===== src/rtl/rst_seq_pkg.sv =====
// Shared types and helpers for the reset sequencer.
package rst_seq_pkg;

  typedef enum logic [1:0] {
    StAssert  = 2'd0,
    StRelease = 2'd1,
    StRun     = 2'd2
  } seq_state_e;

  // Clock-enable period of channel ch: (ch+1) * base divider.
  function automatic int unsigned ch_div_period(input int unsigned ch,
                                                input int unsigned div_ratio);
    return (ch + 1) * div_ratio;
  endfunction

endpackage


===== src/rtl/rst_seq_clken_div.sv =====
// Single-channel clock-enable divider. Held at zero while the channel is in
// reset; strobes for one cycle every PERIOD cycles once released.
module rst_seq_clken_div #(
  parameter int unsigned CNT_W  = 16,
  parameter int unsigned PERIOD = 2
) (
  input  logic clk_i,
  input  logic rst_i,
  input  logic ch_rst_i,
  output logic clk_en_o
);

  localparam logic [CNT_W-1:0] Last = CNT_W'(PERIOD - 1);

  logic [CNT_W-1:0] cnt_q;
  logic             en_q;

  // Count from the release edge; strobe and wrap at the end of each period.
  always_ff @(posedge clk_i) begin
    if (rst_i || ch_rst_i) begin
      cnt_q <= '0;
      en_q  <= 1'b0;
    end else if (cnt_q == Last) begin
      cnt_q <= '0;
      en_q  <= 1'b1;
    end else begin
      cnt_q <= cnt_q + CNT_W'(1);
      en_q  <= 1'b0;
    end
  end

  assign clk_en_o = en_q;

endmodule


===== src/rtl/rst_seq_gen.sv =====
// Staggered multi-channel reset sequencer with soft re-sequence handshake.
// Optional per-channel divided clock enables under RST_SEQ_GEN_CLKEN_EN;
// without it clk_en_o is tied high.
module rst_seq_gen
  import rst_seq_pkg::*;
#(
  parameter int unsigned NUM_CH      = 4,
  parameter int unsigned CNT_W       = 16,
  parameter int unsigned HOLD_CYCLES = 8,
  parameter int unsigned STAGGER     = 4,
  parameter int unsigned DIV_RATIO   = 2
) (
  input  logic              clk_i,
  input  logic              rst_i,
  input  logic              sw_rst_req_i,
  output logic              sw_rst_ack_o,
  output logic [NUM_CH-1:0] rst_o,
  output logic              all_rdy_o,
  output logic              busy_o,
  output logic [NUM_CH-1:0] clk_en_o
);

  localparam int unsigned      IdxW      = (NUM_CH > 1) ? $clog2(NUM_CH) : 1;
  localparam logic [CNT_W-1:0] HoldLast  = CNT_W'(HOLD_CYCLES - 1);
  localparam logic [CNT_W-1:0] StagLast  = CNT_W'(STAGGER - 1);
  localparam logic [IdxW-1:0]  IdxLast   = IdxW'(NUM_CH - 1);

  seq_state_e       state_q;
  logic [CNT_W-1:0] cnt_q;
  logic [IdxW-1:0]  idx_q;
  logic [NUM_CH-1:0] rst_q;
  logic             pending_q;
  logic             soft_q;   // current sequence was started by a soft request
  logic             ack_q;

  // Sequencer FSM. Channels are released low-to-high, so each release is a
  // left shift of the reset vector. Later pending_q writes override the
  // request capture, giving the ack edge priority over a still-high request.
  always_ff @(posedge clk_i) begin
    if (rst_i) begin
      state_q   <= StAssert;
      cnt_q     <= '0;
      idx_q     <= '0;
      rst_q     <= '1;
      pending_q <= 1'b0;
      soft_q    <= 1'b0;
      ack_q     <= 1'b0;
    end else begin
      ack_q <= 1'b0;
      if (sw_rst_req_i) begin
        pending_q <= 1'b1;
      end
      unique case (state_q)
        StAssert: begin
          if (cnt_q == HoldLast) begin
            rst_q <= rst_q << 1;
            cnt_q <= '0;
            if (NUM_CH == 1) begin
              state_q <= StRun;
              if (soft_q) begin
                ack_q     <= 1'b1;
                pending_q <= 1'b0;
                soft_q    <= 1'b0;
              end
            end else begin
              state_q <= StRelease;
              idx_q   <= IdxW'(1);
            end
          end else begin
            cnt_q <= cnt_q + CNT_W'(1);
          end
        end
        StRelease: begin
          if (cnt_q == StagLast) begin
            rst_q <= rst_q << 1;
            cnt_q <= '0;
            if (idx_q == IdxLast) begin
              state_q <= StRun;
              if (soft_q) begin
                ack_q     <= 1'b1;
                pending_q <= 1'b0;
                soft_q    <= 1'b0;
              end
            end else begin
              idx_q <= idx_q + IdxW'(1);
            end
          end else begin
            cnt_q <= cnt_q + CNT_W'(1);
          end
        end
        StRun: begin
          if (pending_q) begin
            state_q <= StAssert;
            rst_q   <= '1;
            cnt_q   <= '0;
            idx_q   <= '0;
            soft_q  <= 1'b1;
          end
        end
        default: begin
          state_q <= StAssert;
          rst_q   <= '1;
          cnt_q   <= '0;
          idx_q   <= '0;
        end
      endcase
    end
  end

  assign rst_o        = rst_q;
  assign sw_rst_ack_o = ack_q;
  assign all_rdy_o    = (state_q == StRun);
  assign busy_o       = (state_q != StRun);

`ifdef RST_SEQ_GEN_CLKEN_EN
  for (genvar k = 0; k < NUM_CH; k++) begin : g_div
    rst_seq_clken_div #(
      .CNT_W  (CNT_W),
      .PERIOD (ch_div_period(k, DIV_RATIO))
    ) u_div (
      .clk_i    (clk_i),
      .rst_i    (rst_i),
      .ch_rst_i (rst_q[k]),
      .clk_en_o (clk_en_o[k])
    );
  end
`else
  assign clk_en_o = '1;
`endif

endmodule


===== config.mk =====
export PLATFORM = sky130hd
export DESIGN_NAME = rst_seq_gen
export DESIGN_NICKNAME = d
export VERILOG_FILES = /design/src/rtl/rst_seq_pkg.sv /design/src/rtl/rst_seq_clken_div.sv /design/src/rtl/rst_seq_gen.sv
export SDC_FILE = /design/constraint.sdc
export NUM_CORES = 1
export LEC_CHECK = 0
export CORE_MARGIN = 2
export CORE_UTILIZATION = 40
export CTS_CLUSTER_DIAMETER = 150
export CTS_CLUSTER_SIZE = 24
export DETAILED_ROUTE_END_ITERATION = 8
export PLACE_DENSITY = 0.68
export SLEW_MARGIN = 20
export SYNTH_ARGS = -nofsm -noshare
export SYNTH_HDL_FRONTEND = slang
export SYNTH_HIERARCHICAL = 1
export SYNTH_SLANG_ARGS = --single-unit

===== constraint.sdc =====
create_clock -name clk_i -period 1.8 [get_ports clk_i]
set_input_delay 0.18 -clock clk_i [delete_from_list [all_inputs] [get_ports clk_i]]
set_output_delay 0.18 -clock clk_i [all_outputs]
set_load 0.01 [all_outputs]

# ---- Yosys cells after proc, flatten, opt, wreduce, memory -nomap -nowiden
# Index checks and enable logic that the tools add are counted.
dict set report totals {
  regBits 27
  latch_bits 0
  ram_bits 0
  romBits 0
  inputBits 3
  output_inout_bits 11
  word_cells 56
  n_memories 0
}
dict set report op_classes {
  addsub 2
  n_mul 0
  n_div 0
  magnitude_cmp 0
  n_eq_ne 11
  shift 0
  muxes 26
  n_bitwise 3
  reduce_logical 7
}
# cell n
set ops {}
lappend ops {{16-bit two-way mux} 3}
lappend ops {{16-bit case mux with 3 select lines} 1}
lappend ops {{16-bit by 1-bit adder with 16-bit output (second input constant)} 1}
lappend ops {{16-bit by 2-bit == test with 1-bit output (second input constant)} 1}
lappend ops {{16-bit by 3-bit == test with 1-bit output (second input constant)} 1}
lappend ops {{2-bit two-way mux} 6}
lappend ops {{4-bit two-way mux} 3}
lappend ops {{2-bit case mux with 3 select lines} 2}
lappend ops {{4-bit case mux with 3 select lines} 1}
lappend ops {{4-bit AND reduction} 3}
lappend ops {{2-bit inequality test (second input constant)} 5}
lappend ops {{1-bit two-way mux} 9}
lappend ops {{2-bit == test (second input constant)} 2}
lappend ops {{4-bit OR reduction} 1}
lappend ops {{1-bit inverter} 3}
lappend ops {{3-bit AND reduction} 1}
lappend ops {{2-bit by 1-bit adder with 2-bit output (second input constant)} 1}
lappend ops {{2-bit by 1-bit == test with 1-bit output (second input constant)} 1}
lappend ops {{2-bit zero test} 1}
lappend ops {{2-bit by 1-bit inequality test with 1-bit output (second input constant)} 1}
lappend ops {{1-bit case mux with 2 select lines} 1}
lappend ops {{2-bit nonzero test} 1}

# ---- Depth between registers and ports, before layout
# Gate-level depths: netlist of run 1.
dict set report depth {
  ltp_word 5
  depth_mapped 8
  depth_no_buf 6
}

# ---- Worst setup path after synthesis of run 1
# No wires, ideal clock.
dict set report synth_timing {
  kind {register -> register}
  startpoint {reg cnt_q[0]}
  endpoint {reg rst_q[0] (netlist: rst_o[0])}
  setup_ns 0.122
  arrival_time_ns 1.733
  required_ns 1.678
  path_slack_ns -0.055
  path_stages_with_launch 8
  n_path_buf 1
  period_less_slack_ns 1.855
  cell_sequence {dfxtp_1 ha_1 nor4b_1 and4_1 buf_6 a21oi_4 or2_4 a221o_1}
}
dict set report synth_via {
  elab_chain_len 3
  elab_cells_between_ends 5
  classes_between {4 x eq/ne; 1 x reduce/logical}
}
# element line
set synth_lines {}
lappend synth_lines {{start: declaration} rst_seq_gen.sv:29} ;# logic [CNT_W-1:0] cnt_q;
lappend synth_lines {{start signal: assignment} rst_seq_gen.sv:70} ;# cnt_q <= cnt_q + CNT_W'(1);
lappend synth_lines {{start signal: assignment} rst_seq_gen.sv:88} ;# cnt_q <= cnt_q + CNT_W'(1);
lappend synth_lines {{16-bit by 2-bit == test with 1-bit output or 16-bit by 3-bit == test with 1-bit output (tied branches)} {rst_seq_gen.sv:74, rst_seq_gen.sv:55}}
lappend synth_lines {{2-bit inequality test (no source line)} n/a}
lappend synth_lines {{3-bit AND reduction (no source line) (*)} n/a}
lappend synth_lines {{end signal: assignment} rst_seq_gen.sv:56} ;# rst_q <= rst_q << 1;
lappend synth_lines {{end signal: assignment} rst_seq_gen.sv:75} ;# rst_q <= rst_q << 1;
lappend synth_lines {{end: declaration} rst_seq_gen.sv:31} ;# logic [NUM_CH-1:0] rst_q;
# Mark *: on every way between the ends. The rest lies on a longest branch, timed or not.
# A chain may end at the register's enable or synchronous reset.

# ---- Final worst setup path of run 1
dict set report layout_timing {
  startpoint {reg cnt_q[12]}
  endpoint {reg rst_q[0] (netlist: rst_o[0])}
}
# The elaborated chain is that of the path after synthesis.

==> flow_summary.ini, run 1 <==
[global_routing]
grt_pass1_vias = 1243
overflow = 0
grt_max_degree = 19
grt_use_total = 0.169
antenna_found_initial = 0
grt_pass1_wl_um = 5470

[setup_path]
worstReg2RegEnd = rst_o[0]
cp.depth = 5
worstPathRequired_ns = 2.05
cp_top_family = simple AND/OR/NAND/NOR gates
critPathMaxStageDelay_ns = 0.40
startpoint_type = flip-flop
critPathSlowestCell = dfxtp_1
r2r_setup_slack_ns = 0.007
cp_cell_sequence = nor4_1 > and4_4 > a21oi_4 > or2_4 > a221o_1
endpoint = rst_o[0]
cp.arrival_ns = 2.04
crit_fanout = 6
r2r_cells = 5
critical_path_buf_inv_count = 0
end_kind = flip-flop
crit_path_start = cnt_q[12]
r2r-start = cnt_q[12]
worst-setup-path-type = flip-flop to flip-flop

[place]
placed_area_sq_um = 1680
dp_slack_ns = -0.0535
dpl.hpwl_um = 2390
gp_congestion = 0.867
io_buffers = 9

[final_layout]
multi_input_area_sq_um = 793
final_area_sq_um = 1760
fill_cells = 315
syn2layout_area_growth_pct = 26.3
final_nets = 209
layout.area.seq_sq_um = 544
n_antenna_cell = 0
drive_above_1_share = 0.227
final_util = 0.527

[clock_network]
path_clk_slew_ns = 0.16
clkLatencyLatePin_ns = 0.33
cts_tree = done
cts_root_buf = clkbuf_4
cts.sinks = 27
cts_htree_levels = 1
postCtsHoldBufs = 0
numCtsBuffers = 3
clockBufferDepth = 2

[timing]
maxClockFrequency_ghz = 0.558
fin_crit_ns = 1.79
hold_viol_final = 0
finalWorstSetupSlack_ns = 0.00685
setup-tns-final_ns = 0
setup_viol = 0
rsz0062_at_grt = true
hold_ws_ns = 0.401
skew_ns = 0.00467
period_share = 0.996
drv_slew = 0

[detailed_routing]
drc = 0
drtPass1Iterations = 4
wire_per_inst_um = 13.1
vias = 1346
ant_nets = 0
wl_um = 3260
drtIter0Drc = 101
vias_per_cell = 5.41

[die]
die_w_um = 63.0
core_region_area_sq_um = 3340
die_area_sq_um = 3970
start_util = 0.417
die_y_um = 63.0
ios = 14
row_count = 21

[power_and_ir_drop]
powerDensity_nw_per_um2 = 560
max-vdd-ir-drop_uv = 371
p_leak_nw = 0.662

[yosys]
synth-simple-area-share = 0.299
synth_top_family_by_area = simple AND/OR/NAND/NOR gates
syn_inst = 171
synth_fa_ha_area_frac = 0.0180
synth.yosys.seq_area_share = 0.388
ys_warn_count = 6
synth_compound_area_frac = 0.186
synth_edf_count = 0
synth-xor-area-share = 0.0243
ys_types = 45
synth.avg_cell_area_sq_um = 8.14
synth_mux_area_frac = 0.00719
synthFlopType = dfxtp_1
ys_async_sr_fraction = 0
synth_area_sq_um = 1390
synthTopCellsByArea = dfxtp_1 39%, nand2_1 5.4%, a21oi_1 4.7%
synth_top_area_share = 0.388
synth_area_leader_cell = dfxtp_1
synth_seq_cells = 27

[min_path]
min_path_type = primary input to flip-flop
worstHoldStart = sw_rst_req_i

[run]
cap_violations = 0

[run_status]
outcome = complete, no violations
## cell type report
class,count,share of cell area
Clock inverter,1,0.00427
Timing Repair Buffer,37,0.175
Clock buffer,3,0.0128
Multi-Input combinational cell,128,0.451
Inverter,7,0.0149
Sequential cell,27,0.309
Tap cell,46,0.0327
## metal layers
layer	vias to the layer above	track usage	routed length, um
met3	4	0.0216	87
li1	672	-	-
met4	0	0.0667	53
met1	641	0.218	1500
met2	29	0.286	1610
met5	-	0	0
## cells by family after synthesis
| kind of cell | after synthesis |
|---|---|
| AND/OR/NAND/NOR | 79 |
| adder cells (fa/ha/maj) | 2 |
| XOR/XNOR | 3 |
| AO/OA/AOI/OAI | 39 |
| buffers and inverters | 19 |
| multiplexers | 1 |
| other | 1 |
| flip-flops | 27 |
## synthesized netlist by cell type (2+ instances only)
library cell and number:
dfxtp_1 27, nand2_1 20, nor2_1 16, a21oi_1 13
nand3_1 10, inv_1 7, a31oi_1 6, nor4_1 5
o21ai_0 5, or3_1 5, buf_4 4, clkbuf_1 4
nand4_1 4, o21ai_1 4, a22oi_1 2, buf_2 2
buf_6 2, ha_1 2, nand2b_1 2, nor3_1 2
nor3b_1 2, or2_2 2, or4_1 2, xor2_1 2
## worst reg2reg max path, stage by stage, from the launching register on
cell	delay, ns
dfxtp_1	0.40
nor4_1	0.38
and4_4	0.33
a21oi_4	0.08
or2_4	0.24
a221o_1	0.28
## metrics by stage
| stage | power (mW) | cells |
|---|---|---|
| after CTS | 0.985 | 248 |
| after global placement | 0.708 | 243 |
| after floorplan | 0.685 | 174 |
| after global routing | 1.03 | 249 |
| after detailed placement | 0.710 | 243 |
| final | 0.985 | 249 |
## flip-flops by register name, summed over array words and instances (netlist names)
| name | cells |
|---|---|
| cnt_q | 16 |
| rst_o | 4 |
| idx_q | 2 |
| state_q | 2 |
| pending_q | 1 |
| soft_q | 1 |
| sw_rst_ack_o | 1 |
## worst min-delay path by stage
stage	end	slack, ns	cells after the start
after floorplan	pending_q	0.35	2
after global placement	sw_rst_ack_o	0.43	2
after detailed placement	sw_rst_ack_o	0.44	2
after CTS	pending_q	0.40	3
after global routing	pending_q	0.40	3
final	pending_q	0.40	3
## report_power, final
group	leakage [nW]	switching [mW]	internal (mW)
clock network	0.0139	0.195	0.0851
logic	0.428	0.0466	0.0438
registers	0.220	0.00655	0.607
## layout by cell type (no fill, tap or decap), types with 2 or more instances in the layout
master	count
xor2_1	2
nand3_1	10
a31oi_1	6
dfxtp_1	24
or4_1	2
buf_6	2
a22oi_1	2
buf_4	26
inv_1	7
nor4_1	5
clkdlybuf4s50_1	9
a21oi_1	13
nand4_1	4
o21ai_0	5
nand2_1	20
or2_2	2
nand2b_1	2
conb_1	4
nor2_1	16
o21ai_1	4
dfxtp_2	3
or3_1	5
clkbuf_4	3
nor3_1	2
## repair_timing
action | CTS | global route
cloned | 0 | 0
resized for setup | 2 | 7
buffers inserted | 1 | 1
endpoints found under the setup margin | 9 | 20
pin swaps | 1 | 1
No activity file was read; power rests on OpenSTA's default activity.
==> run 2, diff against run 1 <==
Settings changed: HOLD_SLACK_MARGIN set to 0.1.
==> results of run 2 <==
The final DEF is identical to that of run 1; final timing and power are the same.
